`src/rtl/pulse_width_decoder.sv`:
```
// Measures the high time of a stretched pulse and recovers the original event.
// Classifies each completed pulse as exact (Strobe), short or long, and flags stuck-high lines.
module pulse_width_decoder #(
  parameter int unsigned n     = 3,
  parameter int unsigned Width = 3
) (
  input  logic             clk,
  input  logic             sres,
  input  logic             D,
  output logic             Strobe,
  output logic             Err_Short,
  output logic             Err_Long,
  output logic             Stuck,
  output logic             Busy,
  output logic [Width-1:0] Len
);

  localparam logic [Width-1:0] CntMax = '1;
  localparam logic [Width-1:0] NW     = Width'(n);

  typedef enum logic [1:0] {WAIT_LOW, IDLE, HIGH} state_t;

  state_t           state, state_nxt;
  logic [Width-1:0] cnt, cnt_nxt, cnt_inc, len_nxt;
  logic             stuck_nxt, strobe_nxt, short_nxt, long_nxt;

  // State and datapath registers; reset discards any pulse in flight
  always_ff @(posedge clk) begin
    if (sres) begin
      state     <= WAIT_LOW;
      cnt       <= '0;
      Len       <= '0;
      Stuck     <= 1'b0;
      Strobe    <= 1'b0;
      Err_Short <= 1'b0;
      Err_Long  <= 1'b0;
    end else begin
      state     <= state_nxt;
      cnt       <= cnt_nxt;
      Len       <= len_nxt;
      Stuck     <= stuck_nxt;
      Strobe    <= strobe_nxt;
      Err_Short <= short_nxt;
      Err_Long  <= long_nxt;
    end
  end

  // Saturating increment keeps a stuck line classified as long
  assign cnt_inc = (cnt == CntMax) ? cnt : cnt + Width'(1);

  always_comb begin
    state_nxt  = state;
    cnt_nxt    = cnt;
    len_nxt    = Len;
    stuck_nxt  = Stuck;
    strobe_nxt = 1'b0;
    short_nxt  = 1'b0;
    long_nxt   = 1'b0;
    case (state)
      WAIT_LOW: begin
        if (!D) state_nxt = IDLE;
      end
      IDLE: begin
        if (D) begin
          state_nxt = HIGH;
          cnt_nxt   = Width'(1);
        end
      end
      HIGH: begin
        if (D) begin
          cnt_nxt = cnt_inc;
          if (cnt_inc == CntMax) stuck_nxt = 1'b1;
        end else begin
          state_nxt  = IDLE;
          len_nxt    = cnt;
          stuck_nxt  = 1'b0;
          strobe_nxt = (cnt == NW);
          short_nxt  = (cnt < NW);
          long_nxt   = (cnt > NW);
        end
      end
      default: state_nxt = WAIT_LOW;
    endcase
  end

  assign Busy = (state == HIGH);

endmodule

```
`config.mk`:
```
export PLATFORM = sky130hd
export DESIGN_NAME = pulse_width_decoder
export DESIGN_NICKNAME = d
export VERILOG_FILES = /design/src/rtl/pulse_width_decoder.sv
export SDC_FILE = /design/constraint.sdc
export NUM_CORES = 1
export LEC_CHECK = 0
export ABC_AREA = 0
export CAP_MARGIN = 20
export CORE_MARGIN = 4
export CORE_UTILIZATION = 40
export DETAILED_ROUTE_END_ITERATION = 8
export GPL_TIMING_DRIVEN = 1
export HOLD_SLACK_MARGIN = 0.15
export MAX_ROUTING_LAYER = met4
export PLACE_DENSITY = 0.74
export SYNTH_ARGS = -nofsm -noshare
export SYNTH_HDL_FRONTEND = slang
export SYNTH_SLANG_ARGS = --single-unit
```
`constraint.sdc`:
```
create_clock -name clk -period 1.8 [get_ports clk]
set_input_delay 0.36 -clock clk [delete_from_list [all_inputs] [get_ports clk]]
set_output_delay 0.36 -clock clk [all_outputs]
set_load 0.01 [all_outputs]
```
==> impl_metrics.py, run 1 <==
metrics = {
    "floorplan": {
        "dieArea_um2": 2160,
        "io_pins": 11,
        "die_x_um": 46.5,
        "rows": 13,
        "core-area_um2": 1350,
        "die_height_um": 46.5,
        "start_util_pct": 43.9,
    },
    "final_layout": {
        "diodes": 0,
        "area_delta_synth_final_pct": 27.4,
        "stdcell_count": 95,
        "final_common_cell": "dfxtp_1",
        "utilization_pct": 56.0,
        "nNetsFinal": 85,
        "drive_above_1_share_pct": 21.3,
        "final_cell_area_um2": 756,
        "layout_common_cells": "dfxtp_1 (12), clkdlybuf4s50_1 (10), o21ai_0 (7), nand2_1 (6), buf_4 (6)",
    },
    "drt": {
        "dr_total_vias": 525,
        "viasPerCell": 5.53,
        "drt_first_pass_iters": 4,
        "drt_first_iter_violations": 12,
        "routed_wl_um": 1210,
        "ant_nets": 0,
        "wl_per_cell_um": 12.7,
        "drc_errors": 0,
    },
    "clock_tree": {
        "cts-hold-fix-buffers": 0,
        "cts_resized": 0,
        "clock-root-buffer": "clkbuf_4",
        "clock-sinks": 12,
        "clkTransAtPathRegs_ns": 0.08,
        "cts_tree": "yes",
        "cts_htree_levels": 1,
        "cts_buffers": 3,
        "ctsLongestPathBuffers": 2,
        "post_cts_buffers": 0,
        "clk_latency_ns": 0.26,
    },
    "critical_path": {
        "crit_slowest_cell": "clkdlybuf4s50_1",
        "start_kind": "register",
        "slowest_delay_ns": 0.52,
        "worstPathRequired_ns": 1.44,
        "worstSetupPathType": "reg2out",
        "end_kind": "primary output",
        "crit_path_max_fanout": 6,
        "path_cells": "nand2b_4 -> inv_2 -> clkdlybuf4s50_1",
        "crit_arrival_ns": 1.32,
    },
    "global_routing": {
        "grt_pass1_vias": 451,
        "antenna_found_initial": 0,
        "grt_util_all_layers_pct": 12.9,
        "grt_pass1_wl_um": 1930,
        "grt_max_degree": 12,
        "overflow": 0,
    },
    "synth": {
        "syn_area_um2": 593,
        "synthesis.nets": 70,
        "avgSynthCellArea_um2": 8.99,
        "ys_ff_latch": 12,
        "yosys_warnings": 0,
        "seq_area_frac_synth_pct": 40.5,
        "synth_cell_types": 28,
        "syn_inst": 66,
    },
    "sta": {
        "slew_violations": 0,
        "worstMarginPinSlew_ns": 0.364,
        "rsz0062_at_grt": "false",
        "fin_crit_sh_pct": 93.2,
        "final-setup-viol-count": 0,
        "post-route-min-period_ns": 1.68,
        "fmax_mhz": 596,
        "relSlewSlack_pct": 75.7,
        "clock_skew_ns": 0.00528,
        "tns_ns": 0,
        "postLayoutSetupSlackWorst_ns": 0.123,
        "hold_violations": 0,
    },
    "job": {
        "maxCapViolations": 0,
    },
    "place": {
        "dp_hpwl_um": 861,
        "io_buffers": 10,
        "dp_slack_ns": 0.103,
        "place_area_um2": 719,
        "dp.cells": 91,
        "gp_congestion": 0.795,
    },
    "power": {
        "power_leakage_nw": 0.272,
        "powerDensity_nw_per_um2": 712,
        "ir_drop_mv": 0.361,
    },
    "min_path": {
        "hold_class": "reg2reg",
    },
    "run_status": {
        "status": "finished, final reports clean",
    },
}
[metal layers]
layer / vias up / global-route usage [%] / part of all wire [%]
met2: 14 / 19.8 / 45
li1: 263 / - / -
met3: 2 / 3.52 / 7.0
met5: - / - / 0
met4: 0 / 5.11 / 0.66
met1: 246 / 15.9 / 48
[per-stage QoR]
stage | total power [mW] | hold WS, ns
floorplan | 0.314 | 0.488
global placement | 0.330 | 0.466
detailed placement | 0.332 | 0.473
CTS | 0.543 | 0.484
global route | 0.563 | 0.514
finish | 0.538 | 0.485
[report_power, final]
part | switching [mW] | internal, mW
registers | 0.00234 | 0.270
clock network | 0.0897 | 0.123
logic | 0.0282 | 0.0255
[worst paths after layout]
| check | from | to | slack, ns | depth (start not counted) |
|---|---|---|---|---|
| setup / recovery | state[0] | Busy | 0.12 | 3 |
| setup reg to reg | cnt[1] | Stuck | 0.40 | 4 |
| hold reg to reg | Len[1] | Len[1] | 0.48 | 2 |
| hold / removal | Len[1] | Len[1] | 0.48 | 2 |
[cell type report]
type	instances	area, um2
Fill cell	127	594
Sequential cell	12	240
Tap cell	15	18.8
Inverter	5	18.8
Timing Repair Buffer	16	145
Clock buffer	4	36.3
Multi-Input combinational cell	43	297
[synth_stat cells]
master,n,area [um2]
nor3b_2,2,25.0
xnor2_1,2,17.5
a21boi_0,1,7.51
clkbuf_1,1,3.75
nand2b_4,1,13.8
nor2b_1,1,6.26
and3b_2,1,10.0
buf_2,3,15.0
buf_6,1,11.3
nor3b_1,1,7.51
a211oi_1,4,30.0
dfxtp_1,12,240
o2bb2ai_1,1,8.76
a21oi_1,5,25.0
inv_2,1,3.75
nor4_1,2,12.5
a21boi_1,1,7.51
and3_1,2,12.5
o21ai_1,1,5.00
a31oi_1,1,6.26
a2111oi_2,1,15.0
buf_4,1,7.51
and2_2,1,7.51
ha_1,1,12.5
a221oi_1,1,8.76
o21ai_0,7,35.0
inv_1,4,15.0
nand2_1,6,22.5
[registers in the layout, indices dropped and copies added, names as in the netlist]
signal,cells
Strobe,1
Err_Short,1
Len,3
cnt,3
state,2
Stuck,1
Err_Long,1
[critical path, delay by kind of cell (launching register included)]
kind	cells	cell delay, ns
buffers and inverters	2	0.58
flip-flops	1	0.31
AND/OR/NAND/NOR	1	0.16
[kinds of logic after synthesis]
family / synth area share, %
compound gates: 25.1
simple gates: 19.8
flops: 40.5
buf+inv: 9.49
xor+xnor: 2.95
fa+ha+maj: 2.11
(Power assumes the default switching activity.)
==> run 2: changes to the inputs <==
Settings changed: CELL_PAD_IN_SITES_DETAIL_PLACEMENT from default to 2, CELL_PAD_IN_SITES_GLOBAL_PLACEMENT from default to 2, CORE_UTILIZATION 40 to 29, PLACE_DENSITY 0.74 to 0.84.
==> impl_metrics.py, run 2 (synthesis gave the netlist of run 1 again) <==
metrics = {
    "clock_tree": {
        "ctsLongestPathBuffers": 2,
        "cts_tree": "yes",
        "clock-sinks": 12,
        "clock-root-buffer": "clkbuf_4",
        "cts_resized": 0,
        "clk_latency_ns": 0.29,
        "clkTransAtPathRegs_ns": 0.07,
        "cts_buffers": 3,
        "cts_htree_levels": 1,
        "cts-hold-fix-buffers": 0,
        "post_cts_buffers": 0,
    },
    "run_status": {
        "status": "finished, final reports clean",
    },
    "global_routing": {
        "grt_util_all_layers_pct": 14.8,
        "antenna_found_initial": 0,
        "overflow": 0,
        "grt_pass1_vias": 544,
        "grt_pass1_wl_um": 2820,
        "grt_max_degree": 15,
    },
    "sta": {
        "rsz0062_at_grt": "false",
        "worstMarginPinSlew_ns": 0.433,
        "clock_skew_ns": 0.00667,
        "slew_violations": 0,
        "fin_crit_sh_pct": 94.1,
        "hold_violations": 0,
        "relSlewSlack_pct": 71.0,
        "fmax_mhz": 590,
        "final-setup-viol-count": 0,
        "postLayoutSetupSlackWorst_ns": 0.106,
        "hold_ws_ns": 0.484,
        "post-route-min-period_ns": 1.69,
    },
    "place": {
        "gp_congestion": 0.728,
        "dp_slack_ns": -0.0453,
        "dp_hpwl_um": 1280,
        "io_buffers": 10,
    },
    "power": {
        "powerDensity_nw_per_um2": 711,
        "power_leakage_nw": 0.272,
        "ir_drop_mv": 0.321,
    },
    "final_layout": {
        "layout_common_cells": "dfxtp_1 (12), clkdlybuf4s50_1 (10), o21ai_0 (7), nand2_1 (6), buf_4 (6)",
        "drive_above_1_share_pct": 21.3,
        "fillers": 238,
        "area_delta_synth_final_pct": 30.0,
        "final_common_cell": "dfxtp_1",
        "top_regs": "Len (3), cnt (3), state (2)",
        "diodes": 0,
        "nNetsFinal": 85,
    },
    "critical_path": {
        "r2r_start": "cnt[0]",
        "crit_path_max_fanout": 6,
        "crit_arrival_ns": 1.33,
        "worstSetupPathType": "reg2out",
        "rr_worst_depth": 4,
        "start_kind": "register",
        "rr_endpoint": "Stuck",
        "end_kind": "primary output",
        "ff2ff_setup_slack_ns": 0.35,
        "worstPathRequired_ns": 1.44,
    },
    "drt": {
        "wl_per_cell_um": 15.8,
        "dr_total_vias": 534,
        "drc_errors": 0,
        "drt_first_iter_violations": 8,
        "drt_first_pass_iters": 2,
        "viasPerCell": 4.99,
        "routed_wl_um": 1690,
        "ant_nets": 0,
    },
    "min_path": {
        "min_to": "Len[2]",
        "min_from": "Len[2]",
        "hold_depth": 2,
        "hold_class": "reg2reg",
    },
    "floorplan": {
        "die_height_um": 53.2,
        "core-area_um2": 1960,
        "dieArea_um2": 2830,
        "io_pins": 11,
        "start_util_pct": 30.2,
        "die_x_um": 53.2,
        "rows": 16,
    },
    "job": {
        "maxCapViolations": 0,
    },
}
run 2: cell counts in the layout (fill, tap and decap cells not counted):
Identical to the previous run, type by type.
run 2: worst max-delay path by stage:
stage / from / slack, ns / to
after floorplan: cnt[1] / 0.47 / Stuck
after global placement: D / 0.07 / cnt[0]
after detailed placement: D / -0.05 / cnt[1]
after CTS: state[0] / 0.08 / Busy
after global routing: state[1] / 0.01 / Busy
final: state[0] / 0.11 / Busy
run 2: report_power, final:
part / switching, mW / leakage [nW] / internal [mW]
sequential: 0.00268 / 0.0972 / 0.270
combinational: 0.0304 / 0.154 / 0.0246
clock: 0.0976 / 0.0210 / 0.123
run 2: layer usage:
layer	vias to the layer above	GRT usage (%)	share of wire (%)
li1	263	-	-
met2	11	22.4	52
met4	0	5.11	1.4
met1	255	17.5	41
met3	5	6.20	5.7
met5	-	-	0
run 2: critical path, stage by stage, from the launching register on:
cell	delay (ns)
dfxtp_1	0.31
nand2b_4	0.16
inv_2	0.06
clkdlybuf4s50_1	0.53
run 2: cell type report:
type / instances / area (um2) / share of cell area, %
Clock buffer: 4 / 36.3 / 4.71
Inverter: 5 / 18.8 / 2.44
Multi-Input combinational cell: 43 / 297 / 38.5
Sequential cell: 12 / 240 / 31.2
Tap cell: 27 / 33.8 / 4.38
Timing Repair Buffer: 16 / 145 / 18.8
run 2: stage by stage:
step                instances  utilization, %  instance area [um2]  power (mW)  TNS, ns
floorplan                  66               -                  593       0.314        0
global placement          103            37.4                  734       0.330        0
detailed placement        103            37.4                  734       0.334  -0.0453
CTS                       107            39.3                  771       0.560        0
global route              107            39.3                  771       0.576        0
finish                    107            39.3                  771       0.548        0
==> run 3: changes to the inputs <==
Settings changed: CORE_UTILIZATION 29 to 31, PLACE_DENSITY 0.84 to 0.88, RECOVER_POWER from default to 50.
Clock period 1.8 ns to 2.09 ns, I/O delays scaled along.
==> impl_metrics.py, run 3 (synthesis gave the netlist of run 1 again) <==
metrics = {
    "critical_path": {
        "slowest_delay_ns": 0.51,
        "worstPathRequired_ns": 1.67,
        "crit_arrival_ns": 1.54,
        "path_cells": "nand2b_4 -> inv_2 -> clkdlybuf4s50_1",
        "ff2ff_setup_slack_ns": 0.40,
        "start_kind": "register",
        "worstSetupPathType": "reg2out",
        "crit_slowest_cell": "dfxtp_1",
        "crit_path_max_fanout": 10,
        "rr_worst_depth": 4,
        "end_kind": "primary output",
    },
    "floorplan": {
        "dieArea_um2": 2680,
        "start_util_pct": 33.6,
        "rows": 15,
        "io_pins": 11,
        "die_height_um": 51.7,
        "core-area_um2": 1760,
        "die_x_um": 51.7,
    },
    "clock_tree": {
        "post_cts_buffers": 0,
        "cts_buffers": 3,
        "ctsLongestPathBuffers": 2,
        "cts-hold-fix-buffers": 0,
        "clkTransAtPathRegs_ns": 0.08,
        "clk_latency_ns": 0.28,
        "clock-sinks": 12,
        "clock-root-buffer": "clkbuf_4",
        "cts_resized": 0,
        "cts_htree_levels": 1,
        "cts_tree": "yes",
    },
    "global_routing": {
        "gr-usage-met2_pct": 21.0,
        "gr-max-usage-layer": "met2",
        "grt_pass1_wl_um": 2730,
        "grt_use_met1_pct": 19.1,
        "grt_max_degree": 15,
        "grt_pass1_vias": 562,
        "use_met3_pct": 3.15,
        "overflow": 0,
        "grt_util_all_layers_pct": 14.3,
        "antenna_found_initial": 0,
    },
    "place": {
        "dp_hpwl_um": 1150,
        "dp_slack_ns": 0.229,
        "io_buffers": 10,
        "gp_congestion": 0.745,
    },
    "sta": {
        "rsz0062_at_grt": "false",
        "fin_crit_sh_pct": 93.6,
        "tns_ns": 0,
        "hold_violations": 0,
        "relSlewSlack_pct": 64.6,
        "post-route-min-period_ns": 1.96,
        "postLayoutSetupSlackWorst_ns": 0.133,
        "slew_violations": 0,
        "clock_skew_ns": 0.00167,
        "final-setup-viol-count": 0,
        "worstMarginPinSlew_ns": 0.530,
        "fmax_mhz": 511,
    },
    "drt": {
        "dr_total_vias": 528,
        "wl_per_cell_um": 15.7,
        "drt_first_pass_iters": 4,
        "routed_wl_um": 1580,
        "ant_nets": 0,
        "viasPerCell": 5.23,
        "drt_first_iter_violations": 5,
        "drc_errors": 0,
    },
    "power": {
        "powerDensity_nw_per_um2": 642,
        "ir_drop_mv": 0.318,
        "power_leakage_nw": 0.260,
        "total_power_mw": 0.468,
    },
    "final_layout": {
        "layout_common_cells": "dfxtp_1 (12), o21ai_0 (7), nand2_1 (6), dlygate4sd3_1 (6), a21oi_1 (5)",
        "area_delta_synth_final_pct": 23.0,
        "fillers": 209,
        "nNetsFinal": 81,
        "final_common_cell": "dfxtp_1",
        "drive_above_1_share_pct": 14.5,
        "utilization_pct": 41.3,
        "diodes": 0,
        "top_regs": "Len (3), cnt (3), state (2)",
    },
    "run_status": {
        "status": "finished, final reports clean",
    },
    "min_path": {
        "hold_class": "reg2reg",
        "hold_depth": 2,
    },
    "job": {
        "maxCapViolations": 0,
    },
}
run 3: changes by cell type in the layout (fill, tap and decap cells not counted), sizes merged:
cell / change
dlygate4sd3: +6
buf: -5
clkbuf: +1
clkdlybuf4s50: -6
run 3: path summary, 6_finish.rpt:
check / from / to
max: state[0] / Busy
min: Len[1] / Len[1]
max reg2reg: cnt[0] / Stuck
min reg2reg: Len[1] / Len[1]
run 3: routing by layer:
layer	up-vias	routed length, um
li1	253	-
met1	258	745
met2	15	754
met3	2	75
met4	0	8
met5	-	0
run 3: per-stage QoR:
stage / hold WS, ns / instance area [um2] / instances
floorplan: 0.488 / 593 / 66
global placement: 0.468 / 702 / 97
detailed placement: 0.480 / 702 / 97
CTS: 0.491 / 738 / 101
global route: 0.516 / 729 / 101
finish: 0.487 / 729 / 101
run 3: layout make-up:
| class | instances | area [um2] | share of cell area [%] |
|---|---|---|---|
| multi-input combinational | 43 | 292 | 40.0 |
| inverter | 5 | 18.8 | 2.57 |
| timing repair buffer | 12 | 111 | 15.3 |
| sequential | 12 | 240 | 32.9 |
| clock buffer | 4 | 36.3 | 4.97 |
| tap | 25 | 31.3 | 4.29 |
run 3: where the power goes:
| part | internal (mW) | switching [mW] | total (mW) |
|---|---|---|---|
| clock | 0.106 | 0.0875 | 0.194 |
| sequential | 0.232 | 0.00826 | 0.240 |
| combinational | 0.0158 | 0.0183 | 0.0341 |
run 3: critical path, delay by kind of cell, from the launching register on:
| family | cells | cell delay [ns] |
|---|---|---|
| flops | 1 | 0.51 |
| simple gates | 1 | 0.24 |
| buf+inv | 2 | 0.51 |
